==> src/rtl/dmem_arbiter.sv <==
// Two-port DMEM arbiter: fixed core priority, starvation counter for the external port,
// registered read responses. Optional exclusive lock via DMEM_ARB_LOCK_EN.
module dmem_arbiter #(
  parameter int ADDR_W   = 32,
  parameter int DATA_W   = 32,
  parameter int MAX_WAIT = 8
) (
  input  logic              clk,
  input  logic              rst,
  input  logic              core_req,
  input  logic              core_we,
  input  logic [ADDR_W-1:0] core_addr,
  input  logic [DATA_W-1:0] core_wdata,
  output logic              core_gnt,
  output logic              core_stall,
  output logic              core_rvalid,
  output logic [DATA_W-1:0] core_rdata,
  input  logic              ext_req,
  input  logic              ext_we,
  input  logic [ADDR_W-1:0] ext_addr,
  input  logic [DATA_W-1:0] ext_wdata,
  output logic              ext_gnt,
  output logic              ext_rvalid,
  output logic [DATA_W-1:0] ext_rdata,
`ifdef DMEM_ARB_LOCK_EN
  input  logic              ext_lock,
`endif
  output logic [ADDR_W-1:0] mem_addr,
  output logic [DATA_W-1:0] mem_wdata,
  output logic              mem_we,
  input  logic [DATA_W-1:0] mem_rdata
);

  localparam int CNT_W = $clog2(MAX_WAIT + 1);
  localparam logic [CNT_W-1:0] WAIT_MAX = CNT_W'(MAX_WAIT);

  typedef enum logic [0:0] {
    ST_NORMAL = 1'b0,
    ST_LOCKED = 1'b1
  } state_t;

  state_t            state_r;
  state_t            state_nxt_s;
  logic [CNT_W-1:0]  wait_cnt_r;
  logic [CNT_W-1:0]  wait_cnt_nxt_s;
  logic              core_gnt_s;
  logic              ext_gnt_s;
  logic              core_rvalid_r;
  logic              ext_rvalid_r;
  logic [DATA_W-1:0] core_rdata_r;
  logic [DATA_W-1:0] ext_rdata_r;

  // Grant selection; grants are suppressed while reset is held.
  always_comb begin
    core_gnt_s = 1'b0;
    ext_gnt_s  = 1'b0;
    if (rst) begin
      core_gnt_s = 1'b0;
      ext_gnt_s  = 1'b0;
    end else if (state_r == ST_LOCKED) begin
      ext_gnt_s = ext_req;
    end else if (ext_req && (!core_req || (wait_cnt_r == WAIT_MAX))) begin
      ext_gnt_s = 1'b1;
    end else begin
      core_gnt_s = core_req;
    end
  end

  // Next state and starvation counter (counter frozen while locked).
  always_comb begin
    state_nxt_s    = state_r;
    wait_cnt_nxt_s = wait_cnt_r;
    case (state_r)
      ST_NORMAL: begin
        if (ext_gnt_s) begin
          wait_cnt_nxt_s = {CNT_W{1'b0}};
        end else if (ext_req && (wait_cnt_r != WAIT_MAX)) begin
          wait_cnt_nxt_s = wait_cnt_r + CNT_W'(1);
        end else begin
          wait_cnt_nxt_s = wait_cnt_r;
        end
`ifdef DMEM_ARB_LOCK_EN
        if (ext_gnt_s && ext_lock) begin
          state_nxt_s = ST_LOCKED;
        end else begin
          state_nxt_s = ST_NORMAL;
        end
`else
        state_nxt_s = ST_NORMAL;
`endif
      end
      ST_LOCKED: begin
`ifdef DMEM_ARB_LOCK_EN
        if (!ext_lock) begin
          state_nxt_s = ST_NORMAL;
        end else begin
          state_nxt_s = ST_LOCKED;
        end
`else
        state_nxt_s = ST_NORMAL;
`endif
      end
      default: begin
        state_nxt_s    = ST_NORMAL;
        wait_cnt_nxt_s = {CNT_W{1'b0}};
      end
    endcase
  end

  // DMEM mux: the granted port drives memory; idle defaults to core values with no write.
  always_comb begin
    mem_addr  = core_addr;
    mem_wdata = core_wdata;
    if (ext_gnt_s) begin
      mem_addr  = ext_addr;
      mem_wdata = ext_wdata;
    end else begin
      mem_addr  = core_addr;
      mem_wdata = core_wdata;
    end
    mem_we = (core_gnt_s & core_we) | (ext_gnt_s & ext_we);
  end

  // State, counter and read-response registers.
  always_ff @(posedge clk or posedge rst) begin
    if (rst) begin
      state_r       <= ST_NORMAL;
      wait_cnt_r    <= {CNT_W{1'b0}};
      core_rvalid_r <= 1'b0;
      ext_rvalid_r  <= 1'b0;
      core_rdata_r  <= {DATA_W{1'b0}};
      ext_rdata_r   <= {DATA_W{1'b0}};
    end else begin
      state_r       <= state_nxt_s;
      wait_cnt_r    <= wait_cnt_nxt_s;
      core_rvalid_r <= core_gnt_s & ~core_we;
      ext_rvalid_r  <= ext_gnt_s & ~ext_we;
      if (core_gnt_s && !core_we) begin
        core_rdata_r <= mem_rdata;
      end
      if (ext_gnt_s && !ext_we) begin
        ext_rdata_r <= mem_rdata;
      end
    end
  end

  assign core_gnt    = core_gnt_s;
  assign ext_gnt     = ext_gnt_s;
  assign core_stall  = core_req & ~core_gnt_s;
  assign core_rvalid = core_rvalid_r;
  assign ext_rvalid  = ext_rvalid_r;
  assign core_rdata  = core_rdata_r;
  assign ext_rdata   = ext_rdata_r;

endmodule

==> config.mk <==
export PLATFORM = sky130hd
export DESIGN_NAME = dmem_arbiter
export DESIGN_NICKNAME = d
export VERILOG_FILES = /design/src/rtl/dmem_arbiter.sv
export SDC_FILE = /design/constraint.sdc
export NUM_CORES = 1
export LEC_CHECK = 0
export BUFFER_PORTS_ARGS = -buffer_cell sky130_fd_sc_hd__buf_2
export CORE_AREA = 5 5 112 114
export CTS_BUF_LIST = sky130_fd_sc_hd__clkbuf_4
export CTS_CLUSTER_SIZE = 30
export DETAILED_ROUTE_END_ITERATION = 10
export DIE_AREA = 0 0 117 119
export GPL_ROUTABILITY_DRIVEN = 0
export PLACE_DENSITY = 0.78
export SLEW_MARGIN = 40
export SYNTH_ARGS = -nofsm -noshare
export SYNTH_HDL_FRONTEND = slang
export SYNTH_SLANG_ARGS = --single-unit
==> constraint.sdc <==
create_clock -name clk -period 3.3 [get_ports clk]
set_input_delay 0.33 -clock clk [delete_from_list [all_inputs] [get_ports clk]]
set_output_delay 0.33 -clock clk [all_outputs]
set_load 0.005 [all_outputs]
After elaboration in Yosys (flattened, before gate mapping)
Cells that the tools add are included.
Storage, ports and cells
  flip-flop bits (word level): 70
  output and inout port bits: 134
  word-level logic and storage cells: 34
Cells by class
  add/sub/neg operators: 1
  equal/unequal tests: 2
  muxes and demuxes: 8
  bitwise gates (word level): 9
  reductions and logical operators: 9
Operators with widths (count)
  32-bit two-way mux: 2
  4-bit two-way mux: 2
  1-bit AND: 5
  4-bit by 1-bit adder with 4-bit output, second input constant: 1
  4-bit == test, second input constant: 1
  1-bit logical AND: 4
  1-bit two-way mux: 4
  4-bit != test, second input constant: 1
  1-bit logical NOT: 3
  1-bit inverter: 3
  2-bit nonzero test: 1
  1-bit logical OR: 1
  1-bit OR: 1

Logic depth before layout (Yosys ltp)
  depth in word-level cells: 7
  gate-level depth with buffers: 7

Worst setup path after synthesis
Ideal clock, no wire load.
  path type: input to output
  start point: in rst
  end point: out mem_we
  arrival: 2.347 ns
  setup slack: 0.623 ns
  stages: 3
  buffers on the path: 0
  cells stage by stage: inv_1 -> and3_1 -> a22o_1
Between the ends
  cells in the longest elaborated chain, start to end: 3
  elaborated cells on any way between the ends: 5
  classes of those cells: mux (2); bitwise (3)
Ends and longest elaborated chain
  start, declared: RTL line 9  | input logic rst,
  1-bit two-way mux: RTL line 57  | if (rst) begin
  via core_gnt: RTL line 14  | output logic core_gnt,
  1-bit AND: RTL line 121  | mem_we = (core_gnt_s & core_we) | (ext_gnt_s & ext_we);
  1-bit OR: RTL line 121
  end, declared: RTL line 30  | output logic mem_we,
The timed path passes the listed nets, and every way through them passes these cells.

Final worst setup path
  start point: reg wait_cnt_r[0]
  end point: out mem_wdata[24]
Between the ends
  cells in the longest elaborated chain, start to end: 6
Ends and longest elaborated chain
  start, declared: RTL line 44  | logic [CNT_W-1:0] wait_cnt_r;
  start signal, assigned: RTL line 128  | wait_cnt_r <= {CNT_W{1'b0}};
  start signal, assigned: RTL line 135  | wait_cnt_r <= wait_cnt_nxt_s;
  4-bit == test: RTL line 62  | end else if (ext_req && (!core_req || (wait_cnt_r == WAIT_MAX))) begin
  1-bit logical OR: RTL line 62
  1-bit logical AND: RTL line 62
  1-bit two-way mux: RTL line 62
  1-bit two-way mux: RTL line 57
  32-bit two-way mux: RTL line 114  | if (ext_gnt_s) begin
  end, declared: RTL line 29  | output logic [DATA_W-1:0] mem_wdata,
No other way between the ends.

==> results by group <==
Placed design
  – Detailed placement HPWL: roughly 11000 um
  – IO Port Bufs: between 200 and 300

Layout
  – Final nets: 712
  – Commonest non-fill, non-tap cell in the layout: buf_2
  – Share of cells above drive strength 1: between 80 and 90%
  – Most frequent cells in the layout: buf_2, mux2_2, dfrtp_1, clkbuf_4, inv_1
  – Area Overhead vs Synth: 49.96%
  – Antenna diode count: 0
  – Final Util: a little under half

Critical path
  – Critical path type: reg2out
  – R2R Setup Slk: between 1 and 1.5 ns
  – CP cell instances: inv_1, ha_1, nand3b_4, a21oi_4, buf_4, mux2_2, buf_2
  – R2r startpoint: wait_cnt_r[0]
  – Crit-path slowest cell: dfrtp_1
  – Slowest stage delay, CP: 0.43 ns
  – CP arrival: roughly 2.4 ns
  – Critical path launch point: wait_cnt_r[0]
  – Worst-path fanout max: 37
  – Critical Path Source Type: flip-flop
  – Required @ worst endpoint: roughly 3.0 ns
  – R2R cell count: 7
  – Crit path to: mem_wdata[24]
  – Worst reg2reg endpoint: core_rdata[27]
  – CP Capture Type: primary output

Clock tree
  – TritonCTS buffer count: 9
  – Clk_lat worst skew: roughly 0.40 ns
  – Largest buffer count on any clock path: 2
  – Post-CTS Repair Setup Buffers: 0
  – Root Buffer: clkbuf_4
  – Clk slew on worst S/H paths: ~0.12 ns
  – CTS Hold Bufs: 0
  – Clock sinks: 70
  – CTS tree: built
  – Quantity of gates resized following cts: 0
  – H-tree levels: 3

Yosys
  – Main synth FF type: dfrtp_1
  – Post-synthesis sequential area ratio: about half
  – Syn avg cell area: ~15 um^2
  – Register bit total from synthesis: 70
  – Cells after Synth: between 200 and 250
  – Async set-reset flop share out of synthesis: 100.0%
  – Mapped Area: approximately 0.0035 mm^2
  – Ys Warns: 0
  – Synth cell types: 24
  – Post-synth EDFFs: 0
  – Mapped Nets: 410

Detailed routing
  – WL/cell: roughly 18 um
  – Via-per-instance ratio: about 4.6
  – Total number of vias: 3155
  – DRC errors left: 0
  – Total Wirelength: about 13000 um
  – TritonRoute pass-1 iters: 4
  – Post-DRT Antenna Nets: 0
  – 1st-iter DRT viols: approximately 240

Floorplan
  – Die ar.: roughly 0.014 mm^2
  – Row count: 39
  – Die Ht: 119 um
  – DIE WIDTH: roughly 120 um
  – Top-Level Pins: 300
  – Initial Util: roughly 31%
  – Core Area: 0.01132 mm^2

Global route
  – GRT overflow: 0
  – Vias in the first global route: approximately 3500
  – GRT Overall Usage: 17.34%
  – Initial antenna violation count: 1
  – Pin count of the biggest net entering global routing: 71
  – First-pass GRT wire length: around 19000 um

Power
  – Power density cells: just under 500 mW/mm^2
  – Leak: ~0.0027 uW
  – Max IR drop VDD: ~250 uV
  – Power, Total: between 2000 and 3000 uW

STA
  – Max Slew Vio Count: 0
  – RSZ-0062 raised after global routing: false
  – Endpoints failing hold: 0
  – Setup TNS: 0 ns
  – Setup violators final: 0
  – Clock skew: roughly 0.019 ns
  – Final Critical Period: approximately 2.8 ns
  – Slew of the pin with the lowest slew margin: ~0.64 ns
  – FMAX: 361.5 MHz
  – Rel. slew slack: between 50% and 60%
  – Part of the cycle the worst path needs: approximately 84%

Status
  – Status: completed

Run
  – Max_cap viols: 0

Hold path
  – Worst Hold Class: in2async
## power breakdown
part,switching (uW),internal (uW),total (uW)
sequential,122,1070,1200
combinational,343,490,833
clock,312,226,538
## sequential cells by signal, indices dropped and copies added (netlist names)
signal       count
core_rdata      32
core_rvalid      1
ext_rdata       32
ext_rvalid       1
wait_cnt_r       4
## worst min path at each step
| stage | startpoint | endpoint | slack [ns] | depth (start not counted) |
|---|---|---|---|---|
| after global placement | ext_rdata[3] | ext_rdata[3] | 0.48 | 1 |
| after floorplan | mem_rdata[28] | core_rdata[28] | 0.48 | 1 |
| after CTS | rst | wait_cnt_r[1] | 0.10 | 3 |
| after detailed placement | ext_rdata[3] | ext_rdata[3] | 0.49 | 1 |
| final | rst | wait_cnt_r[1] | 0.09 | 3 |
| after global routing | rst | wait_cnt_r[1] | 0.11 | 3 |
## cell usage after synthesis (all sizes together) (2+ instances only)
| cell type | instances | area (um^2) |
|---|---|---|
| nand3 | 2 | 10.01 |
| o21ai | 2 | 10.01 |
| inv | 5 | 18.77 |
| a21oi | 4 | 23.77 |
| ha | 2 | 25.02 |
| mux2 | 128 | 1441 |
| buf | 13 | 108.9 |
| dfrtp | 70 | 1752 |
| nand2 | 3 | 11.26 |
## kinds of logic after synthesis
group                    Yosys count  share of synthesized area, %
AO/OA/AOI/OAI                      8                         1.778
XOR/XNOR                           1                        0.2490
adder cells (fa/ha/maj)            2                        0.7111
buffers and inverters             18                         3.627
flip-flops                        70                         49.79
multiplexers                     128                         40.97
AND/OR/NAND/NOR                   15                         2.881
## layout make-up
class | instances | area [um^2]
fill | 1035 | 6045
sequential | 70 | 1752
multi-input combinational | 154 | 1647
timing repair buffer | 304 | 1550
tap | 143 | 178.9
clock buffer | 9 | 67.56
clock inverter | 6 | 62.56
inverter | 5 | 18.77
## stage by stage
stage	worst slack (ns)	hold slack, ns	area (um^2)	std cells
after floorplan	0.6232	0.4804	3518	242
after global placement	1.075	0.4834	5142	676
after detailed placement	0.9914	0.4900	5146	676
after CTS	0.4928	0.1002	5276	691
after global routing	0.3701	0.1099	5276	691
final	0.5340	0.09472	5276	691
## worst max-delay path, delay by kind of cell, from the launching register on
family | cells | cell delay, ns
buf+inv | 3 | 0.63
flops | 1 | 0.43
mux | 1 | 0.40
fa+ha+maj | 1 | 0.25
compound gates | 1 | 0.17
simple gates | 1 | 0.14
## routing by layer
metal / up-vias / routed length [um] / global-route usage, %
li1: 1477 / - / -
met1: 1489 / 4747 / 19.75
met2: 170 / 6481 / 30.80
met3: 19 / 1185 / 5.629
met4: 0 / 218 / 4.731
met5: - / 0 / 0
No activity file was read; power rests on OpenSTA's default activity.
